### config.mk
export PLATFORM = sky130hd
export DESIGN_NAME = mem_access_unit_flat
export DESIGN_NICKNAME = d
export VERILOG_FILES = /design/src/rtl/mem_access_if.sv /design/src/rtl/mem_access_unit.sv /design/src/flat_wrapper.sv
export SDC_FILE = /design/constraint.sdc
export NUM_CORES = 1
export LEC_CHECK = 0
export BUFFER_PORTS_ARGS = -buffer_cell sky130_fd_sc_hd__buf_4
export CORE_MARGIN = 10
export CORE_UTILIZATION = 45
export CTS_CLUSTER_DIAMETER = 80
export DETAILED_ROUTE_END_ITERATION = 10
export PLACE_DENSITY_LB_ADDON = 0.3
export SYNTH_ARGS = -nofsm -noshare
export SYNTH_HDL_FRONTEND = slang
export SYNTH_SLANG_ARGS = --single-unit
### constraint.sdc
create_clock -name CLK -period 2.1 [get_ports CLK]
set_clock_uncertainty 0.1 [all_clocks]
set_input_delay 0.21 -clock CLK [delete_from_list [all_inputs] [get_ports CLK]]
set_output_delay 0.21 -clock CLK [all_outputs]
set_load 0.01 [all_outputs]
### src/rtl/mem_access_if.sv
// Memory-side bus of the access unit: one outstanding request at a time.
// Handshake: mem_req stays high with mem_addr/mem_we/mem_wdata stable until the cycle mem_ack is sampled high; mem_ack outside a request is ignored.
interface mem_access_if;
  logic        mem_req;
  logic        mem_we;
  logic [15:0] mem_addr;
  logic [15:0] mem_wdata;
  logic [15:0] mem_rdata;
  logic        mem_ack;

  modport master (
    output mem_req, mem_we, mem_addr, mem_wdata,
    input  mem_rdata, mem_ack
  );

  modport slave (
    input  mem_req, mem_we, mem_addr, mem_wdata,
    output mem_rdata, mem_ack
  );
endinterface

### src/rtl/mem_access_unit.sv
// CPU memory access unit: PC/IR/MDR registers plus a single-transaction
// IDLE/REQ/DONE sequencer with a wait-cycle timeout and sticky error flag.
module mem_access_unit (
  input  logic              CLK,
  input  logic              reset,
  input  logic              MemRead,
  input  logic              MemWrite,
  input  logic              LDW_EN,
  input  logic              PC_EN,
  input  logic              BR_EN,
  input  logic              IR_EN,
  input  logic              MDR_EN,
  input  logic [15:0]       addr_reg,
  input  logic [15:0]       data_reg,
  input  logic [15:0]       br_target,
  mem_access_if.master      mem,
  output logic [15:0]       PC,
  output logic [15:0]       IR,
  output logic [15:0]       MDR,
  output logic              busy,
  output logic              err,
  output logic [1:0]        fsm_state_o
);

  typedef enum logic [1:0] {
    S_IDLE = 2'd0,
    S_REQ  = 2'd1,
    S_DONE = 2'd2
  } state_e;

  localparam logic [3:0] WAIT_LIMIT = 4'd15;

  state_e      state_q, state_d;
  logic [3:0]  wait_q, wait_d;
  logic [15:0] addr_q, addr_d;
  logic [15:0] wdata_q, wdata_d;
  logic        we_q, we_d;
  logic        load_mdr_q, load_mdr_d;
  logic [15:0] rbuf_q, rbuf_d;
  logic [15:0] mdr_q, mdr_d;
  logic [15:0] ir_q, ir_d;
  logic [15:0] pc_q, pc_d;
  logic        err_q, err_d;
  logic        start;
  logic        conflict;
  logic        ack_rd;

  assign start    = MemRead ^ MemWrite;
  assign conflict = MemRead & MemWrite;

  always_ff @(posedge CLK) begin
    if (!reset) begin
      state_q    <= S_IDLE;
      wait_q     <= 4'd0;
      addr_q     <= 16'h0000;
      wdata_q    <= 16'h0000;
      we_q       <= 1'b0;
      load_mdr_q <= 1'b0;
      rbuf_q     <= 16'h0000;
      mdr_q      <= 16'h0000;
      ir_q       <= 16'h0000;
      pc_q       <= 16'h0000;
      err_q      <= 1'b0;
    end else begin
      state_q    <= state_d;
      wait_q     <= wait_d;
      addr_q     <= addr_d;
      wdata_q    <= wdata_d;
      we_q       <= we_d;
      load_mdr_q <= load_mdr_d;
      rbuf_q     <= rbuf_d;
      mdr_q      <= mdr_d;
      ir_q       <= ir_d;
      pc_q       <= pc_d;
      err_q      <= err_d;
    end
  end

  always_comb begin
    state_d    = state_q;
    wait_d     = wait_q;
    addr_d     = addr_q;
    wdata_d    = wdata_q;
    we_d       = we_q;
    load_mdr_d = load_mdr_q;
    rbuf_d     = rbuf_q;
    mdr_d      = mdr_q;
    ir_d       = ir_q;
    pc_d       = pc_q;
    err_d      = err_q;
    ack_rd     = 1'b0;

    // PC runs independently of the sequencer; a branch overrides increment.
    if (BR_EN) begin
      pc_d = br_target;
    end else if (PC_EN) begin
      pc_d = pc_q + 16'd1;
    end

    case (state_q)
      S_IDLE: begin
        if (conflict) begin
          err_d = 1'b1;
        end else if (start) begin
          addr_d     = LDW_EN ? addr_reg : pc_q;
          wdata_d    = data_reg;
          we_d       = MemWrite;
          load_mdr_d = MDR_EN;
          wait_d     = 4'd0;
          state_d    = S_REQ;
        end
      end
      S_REQ: begin
        if (MemRead || MemWrite) begin
          err_d = 1'b1;
        end
        if (mem.mem_ack) begin
          state_d = S_DONE;
          if (!we_q) begin
            ack_rd = 1'b1;
            rbuf_d = mem.mem_rdata;
            if (load_mdr_q) begin
              mdr_d = mem.mem_rdata;
            end
          end
        end else begin
          // Counter reaching the limit means 15 REQ cycles went by unanswered.
          wait_d = wait_q + 4'd1;
          if (wait_d == WAIT_LIMIT) begin
            wait_d  = 4'd0;
            err_d   = 1'b1;
            state_d = S_IDLE;
          end
        end
      end
      S_DONE: begin
        if (MemRead || MemWrite) begin
          err_d = 1'b1;
        end
        state_d = S_IDLE;
      end
      default: begin
        state_d = S_IDLE;
      end
    endcase

    if (IR_EN) begin
      ir_d = ack_rd ? mem.mem_rdata : rbuf_q;
    end
  end

  assign mem.mem_req   = (state_q == S_REQ);
  assign mem.mem_we    = we_q;
  assign mem.mem_addr  = addr_q;
  assign mem.mem_wdata = wdata_q;

  assign PC          = pc_q;
  assign IR          = ir_q;
  assign MDR         = mdr_q;
  assign busy        = (state_q != S_IDLE);
  assign err         = err_q;
  assign fsm_state_o = state_q;

endmodule

### src/flat_wrapper.sv
// flat-port wrapper written by rule: the top's interface ports become plain ports
module mem_access_unit_flat 
  (CLK, reset, MemRead, MemWrite, LDW_EN, PC_EN, BR_EN, IR_EN, MDR_EN, addr_reg, data_reg, br_target, PC, IR, MDR, busy, err, fsm_state_o, mem_mem_req, mem_mem_we, mem_mem_addr, mem_mem_wdata, mem_mem_rdata, mem_mem_ack);
  mem_access_if mem_i ();
  input  logic CLK;
  input  logic reset;
  input  logic MemRead;
  input  logic MemWrite;
  input  logic LDW_EN;
  input  logic PC_EN;
  input  logic BR_EN;
  input  logic IR_EN;
  input  logic MDR_EN;
  input  logic [15:0] addr_reg;
  input  logic [15:0] data_reg;
  input  logic [15:0] br_target;
  output logic [15:0] PC;
  output logic [15:0] IR;
  output logic [15:0] MDR;
  output logic busy;
  output logic err;
  output logic [1:0] fsm_state_o;
  output wire logic [$bits(mem_i.mem_req)-1:0] mem_mem_req;
  output wire logic [$bits(mem_i.mem_we)-1:0] mem_mem_we;
  output wire logic [$bits(mem_i.mem_addr)-1:0] mem_mem_addr;
  output wire logic [$bits(mem_i.mem_wdata)-1:0] mem_mem_wdata;
  input wire logic [$bits(mem_i.mem_rdata)-1:0] mem_mem_rdata;
  input wire logic [$bits(mem_i.mem_ack)-1:0] mem_mem_ack;
  assign mem_mem_req = mem_i.mem_req;
  assign mem_mem_we = mem_i.mem_we;
  assign mem_mem_addr = mem_i.mem_addr;
  assign mem_mem_wdata = mem_i.mem_wdata;
  assign mem_i.mem_rdata = mem_mem_rdata;
  assign mem_i.mem_ack = mem_mem_ack;
  mem_access_unit u_core (.CLK(CLK), .reset(reset), .MemRead(MemRead), .MemWrite(MemWrite), .LDW_EN(LDW_EN), .PC_EN(PC_EN), .BR_EN(BR_EN), .IR_EN(IR_EN), .MDR_EN(MDR_EN), .addr_reg(addr_reg), .data_reg(data_reg), .br_target(br_target), .mem(mem_i), .PC(PC), .IR(IR), .MDR(MDR), .busy(busy), .err(err), .fsm_state_o(fsm_state_o));
endmodule
# After elaboration in Yosys (flattened, before gate mapping)
# Cells that the tools add are included.
# W data, S select, Z words.
dict set report totals {
  register_bits 105
  out_inout_bits 86
  word_cells 59
}
dict set report op_classes {
  add_sub_neg 2
  eq_ne 8
  n_mux 22
  bitwise_logic 4
  reduce_logical 12
}
# cell count
set ops {}
lappend ops {{$mux W16} 4}
lappend ops {{$add A16 B1 Y16 const B} 1}
lappend ops {{$mux W4} 4}
lappend ops {{$reduce_and A3 Y1} 3}
lappend ops {{$mux W2} 4}
lappend ops {{$pmux W4 S2} 1}
lappend ops {{$reduce_and A4 Y1} 2}
lappend ops {{$mux W1} 7}
lappend ops {{$reduce_bool A2 Y1} 3}
lappend ops {{$add A4 B1 Y4 const B} 1}
lappend ops {{$eq A4 B4 Y1 const B} 1}
lappend ops {{$ne A2 B1 Y1 const B} 2}
lappend ops {{$ne A2 B2 Y1 const B} 2}
lappend ops {{$pmux W2 S2} 1}
lappend ops {{$ne A3 B1 Y1 const B} 1}
lappend ops {{$pmux W1 S3} 1}
lappend ops {{$reduce_bool A3 Y1} 1}
lappend ops {{$eq A2 B1 Y1 const B} 1}
lappend ops {{$eq A2 B2 Y1 const B} 1}
lappend ops {{$logic_not A2 Y1} 1}
lappend ops {{$not A1 Y1} 2}
lappend ops {{$reduce_and A2 Y1} 1}
lappend ops {{$and A1 B1 Y1} 1}
lappend ops {{$logic_or A1 B1 Y1} 1}
lappend ops {{$xor A1 B1 Y1} 1}

# Depth between registers and ports, before layout
# Gate-level depths: netlist of run 1.
dict set report logic_depth {
  ltp_word 5
  depth_mapped 10
}

# Worst setup path after synthesis of run 1
# No wires, ideal clock.
dict set report synth_path {
  path_type {reg2reg}
  startpoint {register u_core.state_q[1] (netlist: u_core.fsm_state_o[1])}
  endpoint {register u_core.ir_q[10] (netlist: u_core.IR[10])}
  setup_time_ns 0.137
  arrival_time_ns 1.709
  slack_ns 0.153
  stages_incl_launch_ff 8
  n_path_buf 2
  path_cell_list {dfxtp_1 inv_1 ha_1 nand3b_1 buf_2 buf_2 mux2i_1 a211oi_1}
}
dict set report synth_between {
  elab_chain_len 3
}
# element line
set synth_rtl {}
lappend synth_rtl {{start: declaration} mem_access_unit.sv:33} ;# state_e state_q, state_d;
lappend synth_rtl {{start signal: assignment} mem_access_unit.sv:65} ;# state_q <= state_d;
lappend synth_rtl {{$eq A2 B1 Y1} --}
lappend synth_rtl {{named net mem_mem_req} flat_wrapper.sv:23} ;# output wire logic [$bits(mem_i.mem_req)-1:0] mem_mem_req;
lappend synth_rtl {{$mux W1} mem_access_unit.sv:100} ;# case (state_q)
lappend synth_rtl {{$mux W16} mem_access_unit.sv:148} ;# ir_d = ack_rd ? mem.mem_rdata : rbuf_q;
lappend synth_rtl {{end signal: assignment} mem_access_unit.sv:73} ;# ir_q <= ir_d;
lappend synth_rtl {{end: declaration} mem_access_unit.sv:41} ;# logic [15:0] ir_q, ir_d;
# The timed path passes the listed nets, and every way through them passes these cells.
# A chain may end at the register's enable or synchronous reset.

# Worst setup path in the final report of run 1
dict set report layout_path {
  startpoint {register u_core.state_q[1] (netlist: u_core.fsm_state_o[1])}
  endpoint {register u_core.ir_q[10] (netlist: u_core.IR[10])}
}
dict set report layout_between {
  elab_chain_len 3
}
# element line
set layout_rtl {}
lappend layout_rtl {{$eq A2 B1 Y1} mem_access_unit.sv:100}
lappend layout_rtl {{$mux W1} mem_access_unit.sv:100}
lappend layout_rtl {{$mux W16} mem_access_unit.sv:148}
# No other way between the ends.

==> results.cfg, run 1 <==
[setup_path]
crit_arrival_ns = 2.02
path_max_fanout = 16
r2r-start = u_core.fsm_state_o[1]
cp-end-kind = flip-flop
path_class = flip-flop to flip-flop
critical_path.startpoint_type = flip-flop
critPathLaunch = u_core.fsm_state_o[1]
cp.required_ns = 2.22

[synthesis]
ys_seq_area_frac = 0.482
synth_top_area_frac = 0.482
synth_area_leaders = dfxtp_1, mux2i_1, nand2_1
synth_area_leader_cell = dfxtp_1
synth_edf_count = 0
syn-num-nets = 584
synthArstFlopShare = 0
avgSynthCellArea_um2 = 8.70
ys_ff_latch = 105
syn_area_mm2 = 0.00436
yosys_warnings = 0
synth_ff_type = dfxtp_1
netlist_instances = 501
ys_types = 42

[finish]
final_net_count = 762
area_growth_pct = 41.2
fillers = 762
diodes = 0
drive_gt1_frac = 0.278

[clock_tree]
postCtsSetupRepairBufs = 0
cts.path.max_buffers = 2
cts_tree = done
clk_latency_ns = 0.35
clk_pin_slew_worst_paths_ns = 0.10
cts_max_level = 3
cts_buffers = 9
root_buffer = clkbuf_8
cts_sinks = 105

[placed_design]
io_buffers = 159
place_hpwl_mm = 9.29
gp_congestion = 0.924

[timing]
fmax_mhz = 527
setup_violations = 0
hold_viol_final = 0
rsz0062_at_grt = false
layout_min_cycle_time_ns = 1.90
post-route-period-util = 0.904
report.final.slew_viol_count = 0
slew_headroom = 0.615
tightestPinTransition_ns = 0.574
tns_ns = 0

[global_route]
grt_pass1_wl_mm = 20.2
grt_max_degree = 93
grt_pass1_vias = 4046
grt_remaining_overflow = 0
grt_usage = 0.171
antenna_found_initial = 0

[worst_hold_path]
hold_class = input port to flip-flop
hp-start = br_target[11]

[drt]
drt_iter0_drc = 174
drcViolationCount = 0
num_vias = 4088
wl_per_cell_um = 15.7
routed_wl_mm = 12.7
ant_nets = 0
drt_pass1_iterations = 5
avgViaCountPerCell = 5.03

[power_and_ir_drop]
pwr_density_cell_mw_per_mm2 = 704
cellLeakagePower_nw = 2.74
finalPower_mw = 4.33
peakVddDrop_mv = 0.334

[outcome]
status = finished clean

[die]
io_pins = 160
row_count = 35
start_util = 0.467
die_width_um = 118
die_y_um = 118
core_mm2 = 0.00933
dieArea_mm2 = 0.0140

[run]
cap_violations = 0
-- report_power, final --
part / switching (mW) / total, mW / internal [mW]
combinational: 0.450 / 0.914 / 0.464
clock: 0.729 / 1.19 / 0.457
sequential: 0.103 / 2.23 / 2.13
total: 1.28 / 4.33 / 3.05
-- state kept, by name, indices dropped and copies added (netlist names) --
register and count:
u_core.IR 16, u_core.err 1, u_core.load_mdr_q 1, u_core.mem.mem_we 1, u_core.wait_q 4, u_core.mem.mem_wdata 16
u_core.rbuf_q 16, u_core.MDR 16, u_core.fsm_state_o 2, u_core.PC 16, u_core.mem.mem_addr 16
-- worst paths after layout --
kind                    endpoint  slack [ns]  cells after the start
setup / recovery   u_core.IR[10]        0.20                      6
hold / removal     u_core.PC[11]        0.02                      3
setup reg to reg   u_core.IR[10]        0.20                      6
hold reg to reg   u_core.MDR[10]        0.36                      2
-- logic make-up after synthesis --
family / Yosys count / share of synthesized area
buffers and inverters: 46 / 0.0474
XOR/XNOR: 15 / 0.0301
flip-flops: 105 / 0.482
adder cells (fa/ha/maj): 9 / 0.0258
AO/OA/AOI/OAI: 108 / 0.152
AND/OR/NAND/NOR: 184 / 0.184
multiplexers: 34 / 0.0784
-- Yosys cell counts (all sizes together), types with 2 or more instances --
master  number
a211oi      35
a21oi       50
and2         5
and3         3
buf          8
clkbuf      23
dfxtp      105
ha           9
inv         13
mux2i       33
nand2       81
nand2b       5
nand3       11
nand4        2
nor2        64
nor2b        6
nor3         2
nor4         2
o211ai       2
o21ai       13
xnor2       11
xor2         4
-- through the flow --
step / area (um2) / hold slack [ns] / std cells / utilization / setup WS (ns)
after floorplan: 4360 / 0.246 / 501 / - / 0.153
after global placement: 5640 / 0.339 / 764 / 0.604 / 0.322
after detailed placement: 5640 / 0.347 / 764 / 0.604 / 0.230
after CTS: 6120 / 0.000674 / 810 / 0.657 / 0.197
after global routing: 6150 / 0.000854 / 813 / 0.660 / 0.0228
final: 6150 / 0.0225 / 813 / 0.660 / 0.202
-- worst max-delay path, cell delays in order, from the launching register on --
cell and delay (ns):
dfxtp_1 0.44, inv_1 0.10, ha_1 0.27, nand3b_1 0.15, buf_4 0.31, mux2i_1 0.30, a211oi_1 0.11
-- repair_timing --
item,in CTS,in global routing
gates resized for setup,0,0
endpoints found under the hold margin,30,3
hold buffers,30,3
endpoints found under the setup margin,0,0
-- final cells by class --
class                      instances  area (um2)  area share
inverter                          14        52.6     0.00854
clock buffer                       9         124      0.0201
tap                              129         161      0.0262
timing repair buffer             199        1600       0.260
multi-input combinational        350        2050       0.333
sequential                       105        2100       0.342
clock inverter                     7        62.6      0.0102
-- metal layers --
layer | GRT usage | part of all wire | wire [um]
met1 | 0.205 | 0.44 | 5590
met2 | 0.279 | 0.48 | 6060
met3 | 0.0600 | 0.072 | 918
met4 | 0.0542 | 0.013 | 163
met5 | 0 | 0 | 0
-- placed cells by master (no fill, tap or decap), types with 5 or more instances in the layout --
cell type,synthesis,final
dfxtp_1,105,105
buf_4,0,164
mux2i_1,33,33
nor2_1,64,64
xnor2_1,11,11
inv_1,12,11
nand2b_1,5,5
ha_1,9,9
nand2_1,81,81
a21oi_1,49,49
dlygate4sd3_1,0,33
clkbuf_8,1,9
a211oi_1,35,35
nand3_1,10,10
nor2b_1,6,6
o21ai_0,13,13
(Power assumes the default switching activity.)
==> run 2: changes to the inputs <==
Settings changed: CORE_UTILIZATION 45 to 44.
Clock period 2.1 ns to 1.7 ns, I/O delays scaled along.
==> results.cfg, run 2 (synthesis results as in run 1) <==
[outcome]
status = finished clean

[finish]
final_area_mm2 = 0.00675
final_net_count = 803
area_growth_pct = 54.8
fillers = 765
seq_area_mm2 = 0.00211
diodes = 0
final_cell_mix = buf_4, dfxtp_1, nand2_1, nor2_1, dlygate4sd3_1
drive_gt1_frac = 0.324
final_cells = 858
multi_input_area_mm2 = 0.00214
final_common_cell = buf_4

[timing]
fmax_mhz = 606
setup_violations = 0
hold_viol_final = 0
post-route-period-util = 0.970
report.final.slew_viol_count = 0
layout_min_cycle_time_ns = 1.65
tightestPinTransition_ns = 0.350
slew_headroom = 0.766

[global_route]
antenna_found_initial = 0
use_met3 = 0.0520
grt_remaining_overflow = 0
met2_usage = 0.317
grt_usage = 0.185
grt-busiest-layer = met2
grt_pass1_wl_mm = 21.9
grt.met1_usage = 0.207
grt_max_degree = 51
grt_pass1_vias = 4478

[setup_path]
crit_arrival_ns = 1.85
path_cells = inv_1, ha_2, nor2b_4, and2_4, buf_12, buf_16, nand2_1, a21oi_1
slowest_delay_ns = 0.33
critical_path.top_delay_family = simple AND/OR/NAND/NOR gates
path_max_fanout = 10
path_class = flip-flop to flip-flop
critical_path.startpoint_type = flip-flop
cp.required_ns = 1.90
crit_path_top_delay_cell = dfxtp_2
critPathBufInv = 3
cp-end-kind = flip-flop

[clock_tree]
cts_max_level = 3
cts.path.max_buffers = 2
clk_latency_ns = 0.37
cts_sinks = 105
cts_tree = done
root_buffer = clkbuf_8
clk_pin_slew_worst_paths_ns = 0.11
cts_buffers = 9

[worst_hold_path]
hold_class = input port to flip-flop

[drt]
routed_wl_mm = 13.7
drt_pass1_iterations = 4
ant_nets = 0
num_vias = 4302
avgViaCountPerCell = 5.01
wl_per_cell_um = 15.9
drt_iter0_drc = 285
drcViolationCount = 0

[placed_design]
place_hpwl_mm = 9.52
dpl-instance-area_mm2 = 0.00582
gp_congestion = 0.907
io_buffers = 159
dp_cells = 785

[run]
cap_violations = 0

[die]
start_util = 0.448
core_mm2 = 0.00973
dieArea_mm2 = 0.0143
io_pins = 160
die_width_um = 120
row_count = 36
die_y_um = 120

[power_and_ir_drop]
peakVddDrop_mv = 0.420
cellLeakagePower_nw = 3.00
finalPower_mw = 5.69
pwr_density_cell_mw_per_mm2 = 844
## run 2: cell types whose count changed in the layout (fill, tap and decap cells not counted), sizes merged
cell	change
buf	+20
clkinvlp	-3
clkinv	+3
dlygate4sd3	+19
clkbuf	+2
## run 2: metrics by stage
step	setup TNS (ns)	hold slack [ns]	setup WS (ns)	utilization
5_1_grt	-0.147	0.0329	-0.0272	0.693
3_3_place_gp	0	0.301	0.0878	0.599
2_1_floorplan	-0.315	0.206	-0.0198	-
4_1_cts	0	0.0206	0.000964	0.679
3_5_place_dp	-0.481	0.302	-0.0510	0.599
6_report	0	0.0465	0.0506	0.693
## run 2: path summary, 6_finish.rpt
kind | from | to | slack, ns | cells past startpoint
min reg2reg | u_core.MDR[3] | u_core.MDR[3] | 0.36 | 2
max | u_core.fsm_state_o[1] | u_core.mem.mem_wdata[13] | 0.05 | 8
min | PC_EN | u_core.PC[0] | 0.05 | 4
max reg2reg | u_core.fsm_state_o[1] | u_core.mem.mem_wdata[13] | 0.05 | 8
## run 2: area by class of cell
class | instances | share of cell area
Inverter | 14 | 0.00779
Sequential cell | 105 | 0.313
Timing Repair Buffer | 240 | 0.307
Multi-Input combinational cell | 350 | 0.317
Clock buffer | 9 | 0.0184
Clock inverter | 7 | 0.0121
Tap cell | 133 | 0.0247
## run 2: per-layer routing
metal / vias up / share of wire
li1: 2140 / -
met1: 1975 / 0.40
met2: 160 / 0.49
met3: 27 / 0.076
met4: 0 / 0.028
met5: - / 0
## run 2: tightest hold or removal path, stage by stage
cell and delay (ns):
buf_4 0.12, xor2_1 0.07, nand2_1 0.06, a21oi_1 0.06
## run 2: report_power, final
part / switching [mW] / internal, mW
logic: 0.649 / 0.747
clock network: 0.957 / 0.592
registers: 0.112 / 2.63
## run 2: repair_timing
item                                   CTS  global route
resized for setup                        7            22
pin swaps                                0             2
setup buffers                            0             2
setup endpoints to repair               18            36
endpoints found under the hold margin   66             0
cloned                                   1             2
hold buffers                            52             0
